--- src/rtl/irb_frame_sink_if.sv ---
// IRB write stream plus the front-bank read/status side of the frame sink.
// The LCD controller side uses master; the sink uses slave.
interface irb_frame_sink_if #(
    parameter int DEPTH = 64,
    parameter int DW    = 8
);
    localparam int AW = $clog2(DEPTH);
    localparam int CW = $clog2(DEPTH * ((1 << DW) - 1) + 1);

    logic          irb_rw;
    logic [AW-1:0] irb_a;
    logic [DW-1:0] irb_d;
    logic [AW-1:0] rd_addr;
    logic [DW-1:0] rd_data;
    logic          frame_valid;
    logic          frame_done;
    logic [7:0]    frame_cnt;
    logic [CW-1:0] checksum;
    logic          seq_err;
    logic          err_clr;

    modport master (
        output irb_rw, irb_a, irb_d, rd_addr, err_clr,
        input  rd_data, frame_valid, frame_done, frame_cnt, checksum, seq_err
    );

    modport slave (
        input  irb_rw, irb_a, irb_d, rd_addr, err_clr,
        output rd_data, frame_valid, frame_done, frame_cnt, checksum, seq_err
    );
endinterface

--- src/rtl/irb_frame_sink.sv ---
// Double-buffered IRB frame capture: the back bank fills in address order and
// is swapped to the front only when pixel DEPTH-1 lands in sequence.
module irb_frame_sink #(
    parameter int DEPTH = 64,
    parameter int DW    = 8
) (
    input  logic          clk,
    input  logic          reset,
    irb_frame_sink_if.slave bus
);
    localparam int AW = $clog2(DEPTH);
    localparam int CW = $clog2(DEPTH * ((1 << DW) - 1) + 1);
    localparam logic [AW-1:0] LAST = AW'(DEPTH - 1);

    typedef enum logic [1:0] {
        IDLE    = 2'd0,
        CAPTURE = 2'd1,
        HOLD    = 2'd2
    } state_t;

    state_t        state, state_nxt;
    logic          front_sel;
    logic [AW-1:0] exp_a;
    logic [CW-1:0] acc;

    logic          start, advance, complete, err_set, we;

    logic [DW-1:0] rd_data;
    logic          frame_valid, frame_done, seq_err;
    logic [7:0]    frame_cnt;
    logic [CW-1:0] checksum;

    // Bank b occupies entries b*DEPTH .. b*DEPTH+DEPTH-1.
    logic [DW-1:0] mem [2*DEPTH];

    always_ff @(posedge clk or posedge reset) begin
        if (reset) state <= IDLE;
        else       state <= state_nxt;
    end

    always_comb begin
        state_nxt = state;
        case (state)
            IDLE: begin
                if (bus.irb_rw)
                    state_nxt = (bus.irb_a == '0) ? CAPTURE : HOLD;
            end
            CAPTURE: begin
                if (!bus.irb_rw)
                    state_nxt = IDLE;
                else if (bus.irb_a != exp_a || bus.irb_a == LAST)
                    state_nxt = HOLD;
            end
            HOLD: begin
                // The controller parks on the last address with the strobe
                // high; only a strobe drop re-arms capture.
                if (!bus.irb_rw) state_nxt = IDLE;
            end
            default: state_nxt = IDLE;
        endcase
    end

    always_comb begin
        start    = 1'b0;
        advance  = 1'b0;
        complete = 1'b0;
        err_set  = 1'b0;
        case (state)
            IDLE: begin
                if (bus.irb_rw) begin
                    if (bus.irb_a == '0) start   = 1'b1;
                    else                 err_set = 1'b1;
                end
            end
            CAPTURE: begin
                if (!bus.irb_rw) begin
                    err_set = 1'b1;
                end else if (bus.irb_a == exp_a) begin
                    advance  = 1'b1;
                    complete = (bus.irb_a == LAST);
                end else begin
                    err_set = 1'b1;
                end
            end
            default: ;
        endcase
        we = start | advance;
    end

    always_ff @(posedge clk) begin
        if (we) mem[{~front_sel, bus.irb_a}] <= bus.irb_d;
    end

    always_ff @(posedge clk or posedge reset) begin
        if (reset) begin
            front_sel   <= 1'b0;
            exp_a       <= '0;
            acc         <= '0;
            rd_data     <= '0;
            frame_valid <= 1'b0;
            frame_done  <= 1'b0;
            frame_cnt   <= '0;
            checksum    <= '0;
            seq_err     <= 1'b0;
        end else begin
            frame_done <= complete;
            if (start) begin
                exp_a <= AW'(1);
                acc   <= CW'(bus.irb_d);
            end else if (advance) begin
                exp_a <= exp_a + AW'(1);
                acc   <= acc + CW'(bus.irb_d);
            end
            if (complete) begin
                front_sel   <= ~front_sel;
                checksum    <= acc + CW'(bus.irb_d);
                frame_cnt   <= frame_cnt + 8'd1;
                frame_valid <= 1'b1;
            end
            // A new error outranks a simultaneous clear.
            if (err_set)          seq_err <= 1'b1;
            else if (bus.err_clr) seq_err <= 1'b0;
            rd_data <= mem[{front_sel, bus.rd_addr}];
        end
    end

    assign bus.rd_data     = rd_data;
    assign bus.frame_valid = frame_valid;
    assign bus.frame_done  = frame_done;
    assign bus.frame_cnt   = frame_cnt;
    assign bus.checksum    = checksum;
    assign bus.seq_err     = seq_err;
endmodule

--- src/flat_wrapper.sv ---
// flat-port wrapper written by rule: the top's interface ports become plain ports
module irb_frame_sink_flat 
#(
    parameter int DEPTH = 64,
    parameter int DW    = 8
)
  (clk, reset, bus_irb_rw, bus_irb_a, bus_irb_d, bus_rd_addr, bus_err_clr, bus_rd_data, bus_frame_valid, bus_frame_done, bus_frame_cnt, bus_checksum, bus_seq_err);
  irb_frame_sink_if #(.DEPTH(DEPTH), .DW(DW)) bus_i ();
  input  logic clk;
  input  logic reset;
  input wire logic [$bits(bus_i.irb_rw)-1:0] bus_irb_rw;
  input wire logic [$bits(bus_i.irb_a)-1:0] bus_irb_a;
  input wire logic [$bits(bus_i.irb_d)-1:0] bus_irb_d;
  input wire logic [$bits(bus_i.rd_addr)-1:0] bus_rd_addr;
  input wire logic [$bits(bus_i.err_clr)-1:0] bus_err_clr;
  output wire logic [$bits(bus_i.rd_data)-1:0] bus_rd_data;
  output wire logic [$bits(bus_i.frame_valid)-1:0] bus_frame_valid;
  output wire logic [$bits(bus_i.frame_done)-1:0] bus_frame_done;
  output wire logic [$bits(bus_i.frame_cnt)-1:0] bus_frame_cnt;
  output wire logic [$bits(bus_i.checksum)-1:0] bus_checksum;
  output wire logic [$bits(bus_i.seq_err)-1:0] bus_seq_err;
  assign bus_i.irb_rw = bus_irb_rw;
  assign bus_i.irb_a = bus_irb_a;
  assign bus_i.irb_d = bus_irb_d;
  assign bus_i.rd_addr = bus_rd_addr;
  assign bus_i.err_clr = bus_err_clr;
  assign bus_rd_data = bus_i.rd_data;
  assign bus_frame_valid = bus_i.frame_valid;
  assign bus_frame_done = bus_i.frame_done;
  assign bus_frame_cnt = bus_i.frame_cnt;
  assign bus_checksum = bus_i.checksum;
  assign bus_seq_err = bus_i.seq_err;
  irb_frame_sink #(.DEPTH(DEPTH), .DW(DW)) u_core (.clk(clk), .reset(reset), .bus(bus_i));
endmodule
--- config.mk ---
export PLATFORM = sky130hd
export DESIGN_NAME = irb_frame_sink_flat
export DESIGN_NICKNAME = d
export VERILOG_FILES = /design/src/rtl/irb_frame_sink_if.sv /design/src/rtl/irb_frame_sink.sv /design/src/flat_wrapper.sv
export SDC_FILE = /design/constraint.sdc
export NUM_CORES = 1
export LEC_CHECK = 0
export CAP_MARGIN = 20
export CORE_MARGIN = 4
export CORE_UTILIZATION = 40
export DETAILED_ROUTE_END_ITERATION = 7
export HOLD_SLACK_MARGIN = 0.12
export RECOVER_POWER = 50
export SETUP_SLACK_MARGIN = 0.1
export SLEW_MARGIN = 20
export SYNTH_ARGS = -nofsm -noshare
export SYNTH_HDL_FRONTEND = slang
export SYNTH_SLANG_ARGS = --single-unit
--- constraint.sdc ---
create_clock -name clk -period 2.6 [get_ports clk]
set_clock_uncertainty 0.1 [all_clocks]
set_input_delay 0.65 -clock clk [delete_from_list [all_inputs] [get_ports clk]]
set_output_delay 0.65 -clock clk [all_outputs]
set_load 0.01 [all_outputs]
Word-level counts from Yosys, hierarchy flattened
Memories as Yosys holds them, arrays and structs flattened. A register that Yosys moved wholly into a read port is not among the register bits.
Index checks and enable logic that the tools add are counted.
{"block": "word_totals", "register_bits": 48, "ram_bits": 1024, "output_inout_bits": 33, "word_cells": 57, "n_memories": 1}
{"block": "classes", "add_sub_neg": 3, "eq_ne": 8, "n_mux": 28, "bitwise_logic": 2, "n_reduce_logical": 6}
{"memory": "u_core.mem", "depth": 128, "word_bits": 8, "rd": 1, "rd_ports_with_merged_regs": 1, "wr": 1, "line_no": "irb_frame_sink.sv:34", "source": "logic [DW-1:0] mem [2*DEPTH];"}
{"op": "$mux W14", "count": 2}
{"op": "$mux W1", "count": 17}
{"op": "$add A14 B8 Y14", "count": 1}
{"op": "$mux W6", "count": 2}
{"op": "$mux W2", "count": 5}
{"op": "$add A8 B1 Y8 const B", "count": 1}
{"op": "$add A6 B1 Y6 const B", "count": 1}
{"op": "$eq A6 B6 Y1", "count": 1}
{"op": "$eq A6 B6 Y1 const B", "count": 1}
{"op": "$logic_not A6 Y1", "count": 1}
{"op": "$ne A6 B6 Y1", "count": 1}
{"op": "$pmux W2 S3", "count": 1}
{"op": "$ne A2 B2 Y1 const B", "count": 2}
{"op": "$reduce_bool A2 Y1", "count": 2}
{"op": "$ne A3 B2 Y1 const B", "count": 1}
{"op": "$reduce_and A3 Y1", "count": 1}
{"op": "$eq A2 B1 Y1 const B", "count": 1}
{"op": "$eq A2 B2 Y1 const B", "count": 1}
{"op": "$logic_not A2 Y1", "count": 1}
{"op": "$pmux W1 S2", "count": 1}
{"op": "$logic_or A1 B1 Y1", "count": 1}
{"op": "$not A1 Y1", "count": 1}
{"op": "$or A1 B1 Y1", "count": 1}

Longest topological paths before layout
{"block": "depth", "depth_word": 7, "depth_mapped": 10, "ltp_nobuf": 9}

Worst setup path before layout
Ideal clock, no wire load.
{"block": "synth_timing", "path_type": "input-to-reg", "startpoint": "input bus_irb_a[0]", "endpoint": "memory u_core.mem[53][0] (enable)", "setup_ns": 0.370, "t_arrival_ns": 2.541, "required_ns": 2.130, "path_slack_ns": -0.411, "cell_stages": 8, "path_buffers": 3, "path_cell_list": "buf_2 -> xor2_1 -> nor3_2 -> nand4_1 -> or3b_1 -> clkbuf_1 -> clkbuf_1 -> nor2_1"}
{"block": "synth_via", "elab_chain_cells": 7, "word_cells_on_any_way": 11, "cone_classes": "1 x eq/ne; 8 x mux; 1 x bitwise; 1 x reduce/logical"}
{"item": "start, declared", "line_no": "flat_wrapper.sv:12", "source": "input wire logic [$bits(bus_i.irb_a)-1:0] bus_irb_a;"}
{"item": "$eq A6 B6 Y1 or $logic_not A6 Y1 (tied branches)", "line_no": "irb_frame_sink.sv:78, irb_frame_sink.sv:71"}
{"item": "$mux W1 (on tied branches)", "line_no": "irb_frame_sink.sv:78, irb_frame_sink.sv:71"}
{"item": "$mux W1 (on tied branches)", "line_no": "irb_frame_sink.sv:76, irb_frame_sink.sv:70"}
{"item": "$mux W1", "line_no": "irb_frame_sink.sv:68", "source": "case (state)"}
{"item": "$or A1 B1 Y1", "line_no": "irb_frame_sink.sv:87", "source": "we = start | advance;"}
{"item": "$mux W1", "line_no": "irb_frame_sink.sv:91", "source": "if (we) mem[{~front_sel, bus.irb_a}] <= bus.irb_d;"}
{"item": "$mux W1 (implied by the code)", "line_no": "irb_frame_sink.sv:91"}
{"item": "end, declared", "line_no": "irb_frame_sink.sv:34"}
Several ways; a longest one is shown, not always the timed one.

Worst setup path in the final report
{"block": "layout_timing", "startpoint": "input bus_irb_a[4]", "endpoint": "memory u_core.mem[97][4] (enable)"}
The elaborated chain is that of the path after synthesis.

==> impl_results.md <==
- Rel. slew slack: -0.3878
- Gate Count Post-Synth: 2146
- Post-synth EDFFs: 1024
- Drt pass-1 iters: 5
- Final hold slack: 0.3831 ns
- Max-slew violations: 917
- CP endpoint kind: flop
- GR Overflow Total: 0
- Bufs on Longest Clock Path: 3
- Switch Pwr: 7.603 mW
- Layout cells sized above 1: 0.3002
- Initial antenna violation count: 3
- DR WL/cell: 26.03 um
- 1st-iter DRT viols: 2060
- Yosys reg bits: 1080
- Vias in the first global route: 22500
- Buffers on Ports: 56
- Worst path setup slack after routing: 0.1024 ns
- Switching Fraction: 0.2107
- CP arrival: 2.77 ns
- Ys async rst share: 0.05185
- Violated checks: capacitance limit, slew limit
- Synthesized Nets: 2181
- Critical path class: input port to flop
- Yosys warns: 0
- IO Pins: 57
- DRT met1 WL: 44520 um
- Post-synth top cells: 1024 x edfxtp_1, 200 x mux4_2, 159 x nor2_1
- Total wire length: 103400 um
- Placement Cell Area: 47260 um^2
- Die H: 333.0 um
- Comb pwr share: 0.056
- Die ar.: 110900 um^2
- Uppermost layer routed: met5
- Final HPWL DP: 65900 um
- Pleak: 16.88 nW
- Sequential area share after synthesis: 0.7608
- Slowest cell delay on critical path: 0.47 ns
- Crit path top cell by count: buf_6
- Vias: 22000
- Clock tree from TritonCTS: yes
- TNS Setup: 0 ns
- CP max-delay cell: clkdlybuf4s50_1
- Flop pwr share: 0.530
- Final period utilization: 0.9606
- Gr usage total: 0.1827
- CP top delay family: buffers and inverters
- Finished Cell Area: 50960 um^2
- CTS H-Tree Depth: 3
- WP data required: 2.87 ns
- PD cells: 708.2 nW/um^2
- FP Rows: 118
- Most common cell in the netlist: edfxtp_1
- GP Congestion: 0.8779
- Peak supply drop: 0.4731 mV
- Clk pwr share: 0.414
- Share of the synthesized area in the top cell type: 0.7276
- Antenna Nets Post-Route: 0
- Initial core utilization: 0.4054
- Worst skew pair latency: 0.68 ns
- Met2 wire length: 50470 um
- Area delta synth->final: 20.59%
- Min cycle time layout: 2.498 ns
- Max-Cap Viols: 9
- CTS root buf: clkbuf_16
- First-pass GRT wire length: 151100 um
- Die width: 333.0 um
- RSZ-0062 raised after global routing: no
- CTS clk-pin slew, worst paths: 0.06 ns
- Startpoint Class: input port
- Pre-CTS WS: -0.8463 ns
- Vias per cell: 5.539
- WL met3: 6054 um
- Yosys cell types: 58
- Status: finished, violations left
- Pint: 28.49 mW
- Class of the tightest hold or removal check: flop to flop
- Final setup violation count: 0
- Final Hold Fails: 0
- Number of buffer and inverter stages on the critical path: 6
- Num CTS Buffers: 102
- Core Area: 104200 um^2
- Biggest area consumer among synthesized cells: edfxtp_1
- Slew @ Worst Pin: 2.082 ns
- CP Max Fanout: 8
- Post-Syn Area: 42260 um^2
- Antenna Cells: 0
- Total Nets Final: 2541
- Synthesized area per cell: 19.69 um^2
- Synth top area cells: edfxtp_1 73%, mux4_2 11%, dfrtp_1 3.3%
- FMAX: 400.4 MHz
- Worst-path cell chain: clkdlybuf4s50_1 > buf_6 > xnor2_2 > and4_1 > buf_6 > nand3_2 > nor2_4 > nand3b_1 > buf_6 > clkbuf_16 > nor2_1 > buf_6
- Overall power: 36.09 mW
- Clock Sinks: 1080
- Primary FF master, synth: edfxtp_1
- DRC violations left: 0
- Largest net degree at the start of global routing: 130
-- final cells by class --
type                       count  area (um^2)
multi-input combinational    933         9957
fill                        8528        53280
clock buffer                 125         2679
inverter                       9        33.78
clock inverter                65        696.9
timing repair buffer         380         3711
sequential                  1080        32150
tap                         1380         1727
-- logic make-up after synthesis --
family / count (synthesis) / synth area share
DFF: 1080 / 0.7608
muxes: 337 / 0.1393
and+or+nand+nor: 329 / 0.03586
AOI/OAI and AO/OA: 230 / 0.04024
buffers and inverters: 133 / 0.01501
xor gates and xnor gates: 26 / 0.005389
adders and majority gates: 11 / 0.003435
-- metal layers --
layer | GRT usage | vias to the layer above
li1 | - | 9544
met1 | 0.2599 | 11620
met2 | 0.2956 | 715
met3 | 0.03124 | 121
met4 | 0.04727 | 2
met5 | 0 | -
-- final timing paths --
check,from,endpoint,slack (ns),cells after the start
max,bus_irb_a[4],u_core.mem[97][4]$_DFFE_PP_,0.10,12
min,u_core.acc[0]$_DFFE_PP0P_,u_core.acc[0]$_DFFE_PP0P_,0.38,2
max reg2reg,u_core.mem[88][4]$_DFFE_PP_,u_core.bus.rd_data[4]$_DFF_PP0_,0.16,7
min reg2reg,u_core.acc[0]$_DFFE_PP0P_,u_core.acc[0]$_DFFE_PP0P_,0.38,2
max in group asynchronous,reset,u_core.bus.rd_data[6]$_DFF_PP0_,0.53,3
min in group asynchronous,reset,u_core.bus.frame_cnt[4]$_DFFE_PP0P_,0.84,3
-- stage by stage --
stage | util | std cells
after floorplan | - | 2146
after global placement | 0.4534 | 3763
after detailed placement | 0.4534 | 3763
after CTS | 0.4865 | 3953
after global routing | 0.4889 | 3972
final | 0.4889 | 3972
-- power groups by stage --
| stage | Combinational (mW) | Clock, mW | Sequential (mW) |
|---|---|---|---|
| 2_1_floorplan | 0.965 | 0 | 19.5 |
| 3_3_place_gp | 2.00 | 0 | 19.5 |
| 5_1_grt | 2.16 | 16.0 | 19.1 |
| 3_5_place_dp | 2.03 | 0 | 19.5 |
| 6_report | 2.03 | 14.9 | 19.1 |
| 4_1_cts | 2.04 | 15.2 | 19.1 |
-- cells in the final DEF (no fill, tap or decap), types with 6 or more instances in the layout --
master           instances
mux4_2                 200
clkinvlp_4               8
edfxtp_1              1024
clkbuf_4                 9
clkbuf_1                29
dfrtp_1                 53
o221ai_1                 8
buf_12                  50
a221oi_1                17
clkinv_2                19
a21oi_1                 16
a22oi_1                 92
o21a_1                   6
bufinv_16               12
nand2_1                 57
nor2_2                  21
nor2_1                  95
clkbuf_16              105
xor2_1                  13
xnor2_1                 12
a221oi_2                 7
buf_4                  239
nor2_4                  43
mux2_2                   8
and4_1                  11
o22a_1                   8
o22ai_1                 17
ha_1                    10
clkinv_1                18
buf_6                   15
nor2b_1                 11
mux2i_1                129
nand3_1                 48
a22o_1                  16
o21ai_0                 18
clkdlybuf4s50_1         39
inv_1                    7
-- state kept, by name, indices dropped and copies added, names as in the netlist, 2 cells and up --
register and cells:
u_core.mem 1024, u_core.acc 14, u_core.bus.checksum 14, u_core.bus.frame_cnt 8, u_core.bus.rd_data 8, u_core.exp_a 6, u_core.state 2
-- repair_timing --
action | in CTS | in global routing
buffers inserted | 0 | 16
setup endpoints to repair | 210 | 866
resized for setup | 20 | 55
gates cloned | 0 | 3
hold buffers | 0 | 0
pin swaps | 1 | 12
hold endpoints to repair | 0 | 0
-- worst min-delay path, delay by kind of cell (launching register included) --
family / cells / cell delay (ns)
flops: 1 / 0.35
simple gates: 2 / 0.10
Power figures use the tool's default switching activity.
